**src/rtl/systolic_frame_sched.sv**
```systemverilog
// Frame scheduler for one systolic-array column: a single command frame per 16 slots,
// round-robin choice of requester, and capture of the array's echo frame as the response.
module systolic_frame_sched #(
  parameter int NREQ = 2,
  parameter int IDW  = 1
) (
  input  logic                 clk,
  input  logic                 rst,
  input  logic                 en,
  input  logic [NREQ-1:0]      req_valid,
  output logic [NREQ-1:0]      req_ready,
  input  logic [8*NREQ-1:0]    req_addr,
  input  logic [64*NREQ-1:0]   req_data,
  output logic [3:0]           col_data,
  output logic                 col_ctrl,
  output logic                 frame_start,
  input  logic [3:0]           echo_data,
  output logic                 rsp_valid,
  output logic [IDW-1:0]       rsp_id,
  output logic [7:0]           rsp_addr,
  output logic [63:0]          rsp_data,
  output logic [15:0]          frames_sent
);

  logic [3:0]     r_slot;
  logic           r_running;
  logic [IDW-1:0] r_lastId;
  logic [15:0]    r_framesSent;

  logic           r_txValid;
  logic [IDW-1:0] r_txId;
  logic [7:0]     r_txAddr;
  logic [63:0]    r_txData;

  logic           r_tagValid;
  logic [IDW-1:0] r_tagId;
  logic [7:0]     r_tagAddr;
  logic [59:0]    r_echoBuf;

  logic           r_rspValid;
  logic [IDW-1:0] r_rspId;
  logic [7:0]     r_rspAddr;
  logic [63:0]    r_rspData;

  logic           w_boundary;
  logic           w_grantValid;
  logic           w_accept;
  logic [IDW-1:0] w_idx;
  logic [IDW-1:0] w_grantId;
  logic [7:0]     w_selAddr;
  logic [63:0]    w_selData;
  logic [5:0]     w_nibLsb;
  logic [15:0]    w_ctrlWord;

  // r_running stays low for the reset cycle so the first live cycle is slot 0.
  always_ff @(posedge clk) begin
    if (rst) begin
      r_slot    <= 4'd0;
      r_running <= 1'b0;
    end else begin
      r_running <= 1'b1;
      if (r_running)
        r_slot <= r_slot + 4'd1;
    end
  end

  assign w_boundary = r_running && (r_slot == 4'd15);
  assign w_accept   = w_boundary && en && w_grantValid;

  // Round-robin search beginning one past the last granted requester.
  always_comb begin
    w_grantValid = 1'b0;
    w_grantId    = '0;
    w_idx        = '0;
    for (int i = 0; i < NREQ; i++) begin
      w_idx = IDW'((int'(r_lastId) + 1 + i) % NREQ);
      if (!w_grantValid && req_valid[w_idx]) begin
        w_grantValid = 1'b1;
        w_grantId    = w_idx;
      end
    end
  end

  always_comb begin
    w_selAddr = 8'h00;
    w_selData = 64'h0;
    req_ready = '0;
    for (int i = 0; i < NREQ; i++) begin
      if (w_grantId == IDW'(i)) begin
        w_selAddr = req_addr[8*i +: 8];
        w_selData = req_data[64*i +: 64];
      end
    end
    req_ready[w_grantId] = w_accept;
  end

  always_ff @(posedge clk) begin
    if (rst) begin
      r_txValid    <= 1'b0;
      r_txId       <= '0;
      r_txAddr     <= 8'h00;
      r_txData     <= 64'h0;
      r_lastId     <= IDW'(NREQ - 1);
      r_framesSent <= 16'h0000;
    end else if (w_boundary) begin
      r_txValid <= w_accept;
      r_txId    <= w_accept ? w_grantId : '0;
      r_txAddr  <= w_accept ? w_selAddr : 8'h00;
      r_txData  <= w_accept ? w_selData : 64'h0;
      if (w_accept) begin
        r_lastId <= w_grantId;
        if (r_framesSent != 16'hFFFF)
          r_framesSent <= r_framesSent + 16'd1;
      end
    end
  end

  // The tag trails the transmitted frame by one frame, matching the array's echo latency.
  always_ff @(posedge clk) begin
    if (rst) begin
      r_tagValid <= 1'b0;
      r_tagId    <= '0;
      r_tagAddr  <= 8'h00;
      r_echoBuf  <= 60'h0;
      r_rspValid <= 1'b0;
      r_rspId    <= '0;
      r_rspAddr  <= 8'h00;
      r_rspData  <= 64'h0;
    end else begin
      r_rspValid <= 1'b0;
      if (r_running)
        r_echoBuf <= {r_echoBuf[55:0], echo_data};
      if (w_boundary) begin
        r_tagValid <= r_txValid;
        r_tagId    <= r_txId;
        r_tagAddr  <= r_txAddr;
        if (r_tagValid) begin
          r_rspValid <= 1'b1;
          r_rspId    <= r_tagId;
          r_rspAddr  <= r_tagAddr;
          r_rspData  <= {r_echoBuf, echo_data};
        end
      end
    end
  end

  assign w_nibLsb   = 6'd60 - {r_slot, 2'b00};
  assign w_ctrlWord = r_txValid ? {r_txAddr, 2'b00, 1'b1, 5'b00000} : 16'h0000;

  assign col_data    = r_txData[w_nibLsb +: 4];
  assign col_ctrl    = w_ctrlWord[4'd15 - r_slot];
  assign frame_start = r_running && (r_slot == 4'd0);
  assign rsp_valid   = r_rspValid;
  assign rsp_id      = r_rspId;
  assign rsp_addr    = r_rspAddr;
  assign rsp_data    = r_rspData;
  assign frames_sent = r_framesSent;

endmodule

```
**config.mk**
```make
export PLATFORM = sky130hd
export DESIGN_NAME = systolic_frame_sched
export DESIGN_NICKNAME = d
export VERILOG_FILES = /design/src/rtl/systolic_frame_sched.sv
export SDC_FILE = /design/constraint.sdc
export NUM_CORES = 1
export LEC_CHECK = 0
export ABC_CLOCK_PERIOD_IN_PS = 2700
export BUFFER_PORTS_ARGS = -buffer_cell sky130_fd_sc_hd__buf_2
export CORE_UTILIZATION = 57
export DETAILED_ROUTE_END_ITERATION = 8
export GPL_TIMING_DRIVEN = 0
export PLACE_DENSITY_LB_ADDON = 0.3
export SYNTH_ARGS = -nofsm -noshare
export SYNTH_HDL_FRONTEND = slang
export SYNTH_SLANG_ARGS = --single-unit
```
**constraint.sdc**
```tcl
create_clock -name clk -period 2.7 [get_ports clk]
set_input_delay 0 -clock clk [delete_from_list [all_inputs] [get_ports clk]]
set_output_delay 0 -clock clk [all_outputs]
set_load 0.05 [all_outputs]
```
### Word-level counts from Yosys, hierarchy flattened

Cells that the tools add are included.

* add/sub/neg operators: 6
* multiply operators: 0
* div/mod/pow operators: 0
* $lt $le $gt $ge: 5
* equality and inequality tests: 2
* shifts and indexed selects: 1
* muxes and demuxes: 20
* bitwise logic cells: 2
* reductions and logical operators: 12

Operator list (count)
* two-way mux 64 bit: 2
* indexed part select 64 x 7 -> 4 bit: 1
* adder 16 x 1 -> 16 bit (second input constant): 1
* two-way mux 16 bit: 1
* two-way mux 8 bit: 2
* inequality test 16 bit (second input constant): 1
* two-way mux 1 bit: 13
* logical AND 1 bit: 6
* < comparator 1 x 2 -> 1 bit (second input constant): 3
* subtractor 6 bit (first input constant): 1
* < comparator 4 x 5 -> 1 bit (second input constant): 1
* adder 4 x 1 -> 4 bit (second input constant): 1
* binary-select mux 1 bit (select 4 bit): 1
* == test 4 bit (second input constant): 1
* zero test 4 bit: 1
* AND reduction 2 bit: 2
* subtractor 4 bit (first input constant): 1
* AND reduction 3 bit: 1
* adder 1 bit (second input constant): 2
* bitwise AND 2 bit: 1
* OR reduction 2 bit: 1
* demux 1 bit (select 1 bit): 1
* >= comparator 1 bit (second input constant): 1
* zero test 1 bit: 1
* inverter 1 bit: 1

* register bits: 240
* bits in latches: 0
* bits in writable memories: 0
* ROM bits: 0
* bits of input ports: 153
* output and inout bits: 98
* logic and storage cells: 64
* memories: 0

### Logic depth before layout (Yosys ltp)

* depth after elaboration: 12
* gate-level depth with buffers: 8
* mapped depth without buffers: 5

### Worst setup path after synthesis

No wires, ideal clock.

* kind: reg2out
* from: register r_slot[1]
* to: output port frame_start
* arrival: 2.396 ns
* required time: 2.700 ns
* path slack: 0.304 ns
* stages on the path, launching flop included: 6
* buffers on the path: 2
* cell sequence: dfxtp_1 -> clkbuf_1 -> clkbuf_1 -> inv_1 -> ha_1 -> nor4bb_1

* longest elaborated chain between the ends: 2

Ends and longest elaborated chain
* from (decl): line 25 `logic [3:0] r_slot;`
* from (signal assigned): line 63 `r_slot <= r_slot + 4'd1;`
* zero test 4 bit: line 152 `assign frame_start = r_running && (r_slot == 4'd0);`
* logical AND 1 bit: line 152
* to (decl): line 16 `output logic frame_start,`

Every way passes these cells.

### Final worst setup path

* from: register r_slot[0]
* to: register r_txData[24]

* longest elaborated chain between the ends: 5

Ends and longest elaborated chain
* == test 4 bit (*): line 67 `assign w_boundary = r_running && (r_slot == 4'd15);`
* logical AND 1 bit (*): line 67
* logical AND 1 bit (2 in a row): line 68 `assign w_accept = w_boundary && en && w_grantValid;`
* two-way mux 64 bit: line 109 `r_txData <= w_accept ? w_selData : 64'h0;`
* to (signal assigned): line 109
* to (decl): line 33 `logic [63:0] r_txData;`

Every way passes the cells marked *; elsewhere a longest branch is shown, timed or not.
A chain may end at the register's enable or synchronous reset.

==> flow_metrics.env <==
export IMPL_status="complete, but fails checks"
export IMPL_violations="setup timing"
export IMPL_grt_pass1_vias=10680
export IMPL_cpMostUsedCell="buf_4"
export IMPL_synth_edf_count=0
export IMPL_totalWireLength_um=39900
export IMPL_path_max_fanout=10
export IMPL_fin_crit_ns=3.090
export IMPL_port_buffers=249
export IMPL_maxCapViolCount=0
export IMPL_cp_cell_sequence="ha_2, and4_1, buf_6, o2111a_1, buf_4, buf_4, a221oi_1, dlygate4sd3_1, nor2_1"
export IMPL_core_area_mm2=0.01664
export IMPL_holdWs_ns=0.05785
export IMPL_min_period_over_period_pct=114.5
export IMPL_grt_overflow_total=0
export IMPL_required_ns=3.05
export IMPL_drtPass1Iterations=6
export IMPL_final_setup_viol_count=24
export IMPL_final_util_pct=82.63
export IMPL_skew_ns=0.02053
export IMPL_htreeDepth=1
export IMPL_leakage_nw=6.129
export IMPL_final_max_slew_violation_count=0
export IMPL_startpoint_type="flip-flop"
export IMPL_layout_common_cells="buf_2, dfxtp_1, nand2_1, dlygate4sd3_1, nor2_1"
export IMPL_crit_path_max_incr_delay_ns=0.62
export IMPL_rows=47
export IMPL_dp_cells=1537
export IMPL_layout_commonest_cell="buf_2"
export IMPL_clkTransAtPathRegs_ns=0.07
export IMPL_synth_flop_cell="dfxtp_1"
export IMPL_slew_headroom_pct=29.26
export IMPL_drc=0
export IMPL_vias_per_cell=6.440
export IMPL_die_width_um=132.7
export IMPL_fin_ws_ns=-0.3903
export IMPL_cts_sinks=240
export IMPL_place_ws_ns=0.3598
export IMPL_start_util_pct=58.51
export IMPL_drt_initial_drc_count=1398
export IMPL_ys_seq_elements=240
export IMPL_grtUsageTotal_pct=39.95
export IMPL_fill_cells=896
export IMPL_clk_path_buf_depth=3
export IMPL_dieHeight_um=132.7
export IMPL_syn_inst=1068
export IMPL_seqCellArea_mm2=0.004805
export IMPL_busiest_layer="met2"
export IMPL_antenna_found_initial=5
export IMPL_p_int_w=0.005807
export IMPL_vdd_drop_max_mv=0.4136
export IMPL_grt_use_met3_pct=11.11
export IMPL_clk_latency_ns=0.52
export IMPL_place_hpwl_um=18650
export IMPL_multi_input_area_mm2=0.004549
export IMPL_path_buf_inv=4
export IMPL_critical_path_class="reg2reg"
export IMPL_endpoint_kind="flip-flop"
export IMPL_critPathArrivalTime_ns=3.44
export IMPL_fin_setup_tns_ns=-1.622
export IMPL_cts_buffers=24
export IMPL_crit_family="buffers and inverters"
export IMPL_final_antenna_net_count=0
export IMPL_p_clk_share_pct=46.1
export IMPL_wl_per_cell_um=22.97
export IMPL_hold_path_class="in2reg"
export IMPL_clockRootBuffer="clkbuf_16"
export IMPL_yosysWarnings=0
export IMPL_grt_start_max_net_pins=15
export IMPL_vias=11190
export IMPL_nets=1651
export IMPL_drive_gt1_share_pct=25.12
export IMPL_final_cells=1737
export IMPL_grt_pass1_wl_um=55340
export IMPL_seq_power_share_pct=47.4
export IMPL_hold_viol=0
export IMPL_rsz0062_at_grt="true"
export IMPL_dieArea_mm2=0.01761
export IMPL_area_growth_pct=41.22
export IMPL_pwr_share_comb_pct=6.5
export IMPL_gp_congestion=0.8496
export IMPL_syn_nets=1224
export IMPL_yosysSeqAreaShare_pct=49.34
export IMPL_postSynthAreaPerCell_um2=9.118
export IMPL_timing_fmax_ghz=0.3236
export IMPL_grt_use_met2_pct=66.46
export IMPL_cellPowerDensity_mw_per_mm2=546.3
export IMPL_ys_types=47
export IMPL_synthArstFlopShare_pct=0
export IMPL_pin_count=251
export IMPL_cts_tree="built"
export IMPL_p_sw_share_pct=22.71
export IMPL_netlist_area_mm2=0.009738
export IMPL_crit_path_top_delay_cell="dlygate4sd3_1"
export IMPL_worst_pin_slew_ns=1.050
export IMPL_gr_usage_met1_pct=41.27
export IMPL_p_switching_w=0.001706
==> metal layers <==
layer | up-vias | wire, um
met3 | 429 | 5065
met4 | 4 | 4380
met5 | - | 25
met2 | 1093 | 17680
li1 | 4639 | -
met1 | 5021 | 12740
==> worst register-to-register path, cell delays in order (launching register included) <==
cell and delay, ns:
dfxtp_1 0.38, ha_2 0.25, and4_1 0.22, buf_6 0.17, o2111a_1 0.22, buf_4 0.28
buf_4 0.25, a221oi_1 0.10, dlygate4sd3_1 0.62, nor2_1 0.42
==> worst paths after layout <==
check                        end  slack [ns]  cells past startpoint         from
hold / removal    frames_sent[5]        0.06                      3          rst
hold reg to reg      rsp_addr[7]        0.45                      2  rsp_addr[7]
setup reg to reg    r_txData[24]       -0.39                      9    r_slot[0]
setup / recovery    r_txData[24]       -0.39                      9    r_slot[0]
==> synth_stat cells (all sizes together) (2+ instances only) <==
| master | n | area, um^2 |
|---|---|---|
| a2111oi | 2 | 37.54 |
| xor2 | 2 | 17.52 |
| o21ai | 76 | 380.4 |
| nor2b | 5 | 31.28 |
| inv | 8 | 30.03 |
| a221oi | 72 | 686.9 |
| mux4 | 20 | 450.4 |
| a211oi | 2 | 15.01 |
| mux2i | 64 | 640.6 |
| nor3 | 3 | 15.01 |
| a31oi | 4 | 25.02 |
| ha | 3 | 37.54 |
| nand2 | 178 | 668.1 |
| or4 | 5 | 37.54 |
| clkbuf | 54 | 202.7 |
| nor4 | 2 | 12.51 |
| a21oi | 93 | 465.5 |
| dfxtp | 240 | 4805 |
| nor2 | 144 | 540.5 |
| nand4 | 9 | 71.32 |
| nand3 | 8 | 40.04 |
| mux2 | 5 | 56.30 |
| or3 | 2 | 12.51 |
| buf | 41 | 251.5 |
| and4 | 4 | 35.03 |
| o211ai | 2 | 15.01 |
| o31ai | 6 | 45.04 |
==> through the flow <==
stage          instance area (um^2)  power [W]
2_1_floorplan                  9738   0.003802
3_3_place_gp                  11260   0.003961
3_5_place_dp                  11260   0.003967
4_1_cts                       13600   0.007413
5_1_grt                       13750   0.007665
6_report                      13750   0.007513
==> registers in the layout (all words and copies together) (netlist names) <==
name and count:
r_tagValid 1, r_txAddr 8, rsp_addr 8, rsp_valid 1
r_echoBuf 60, rsp_data 64, r_slot 4, r_txValid 1
r_running 1, frames_sent 16, r_tagAddr 8, r_lastId 1
r_tagId 1, r_txData 64, rsp_id 1, r_txId 1
==> power groups by stage <==
| stage | registers, W | clock network [W] | logic [W] |
|---|---|---|---|
| after floorplan | 0.00364 | 0 | 0.000166 |
| after global placement | 0.00364 | 0 | 0.000323 |
| after detailed placement | 0.00364 | 0 | 0.000328 |
| after CTS | 0.00356 | 0.00342 | 0.000429 |
| after global routing | 0.00356 | 0.00360 | 0.000504 |
| final | 0.00356 | 0.00347 | 0.000487 |
==> cell type report <==
type	instances	share of cell area (%)
multi-input combinational	725	33.08
buffer	95	3.612
clock buffer	32	5.104
clock inverter	12	0.8370
tap	220	2.002
timing repair buffer	401	20.13
inverter	8	0.2184
antenna	4	0.07279
sequential	240	34.94
==> cells by family after synthesis <==
| group | count (synthesis) | synth area share, % |
|---|---|---|
| AO/OA/AOI/OAI | 265 | 17.85 |
| flip-flops | 240 | 49.34 |
| AND/OR/NAND/NOR | 365 | 15.41 |
| multiplexers | 89 | 11.78 |
| buffers and inverters | 103 | 4.972 |
| adder cells (fa/ha/maj) | 3 | 0.3855 |
| XOR/XNOR | 3 | 0.2699 |
==> timing repair <==
action / 4_1_cts / 5_1_grt
hold endpoints to repair: 81 / 1
buffers inserted: 1 / 0
hold buffers: 151 / 1
resized for setup: 2 / 41
pin swaps: 1 / 0
endpoints found under the setup margin: 5 / 58
Note: power is estimated with default switching activity, not from simulation.
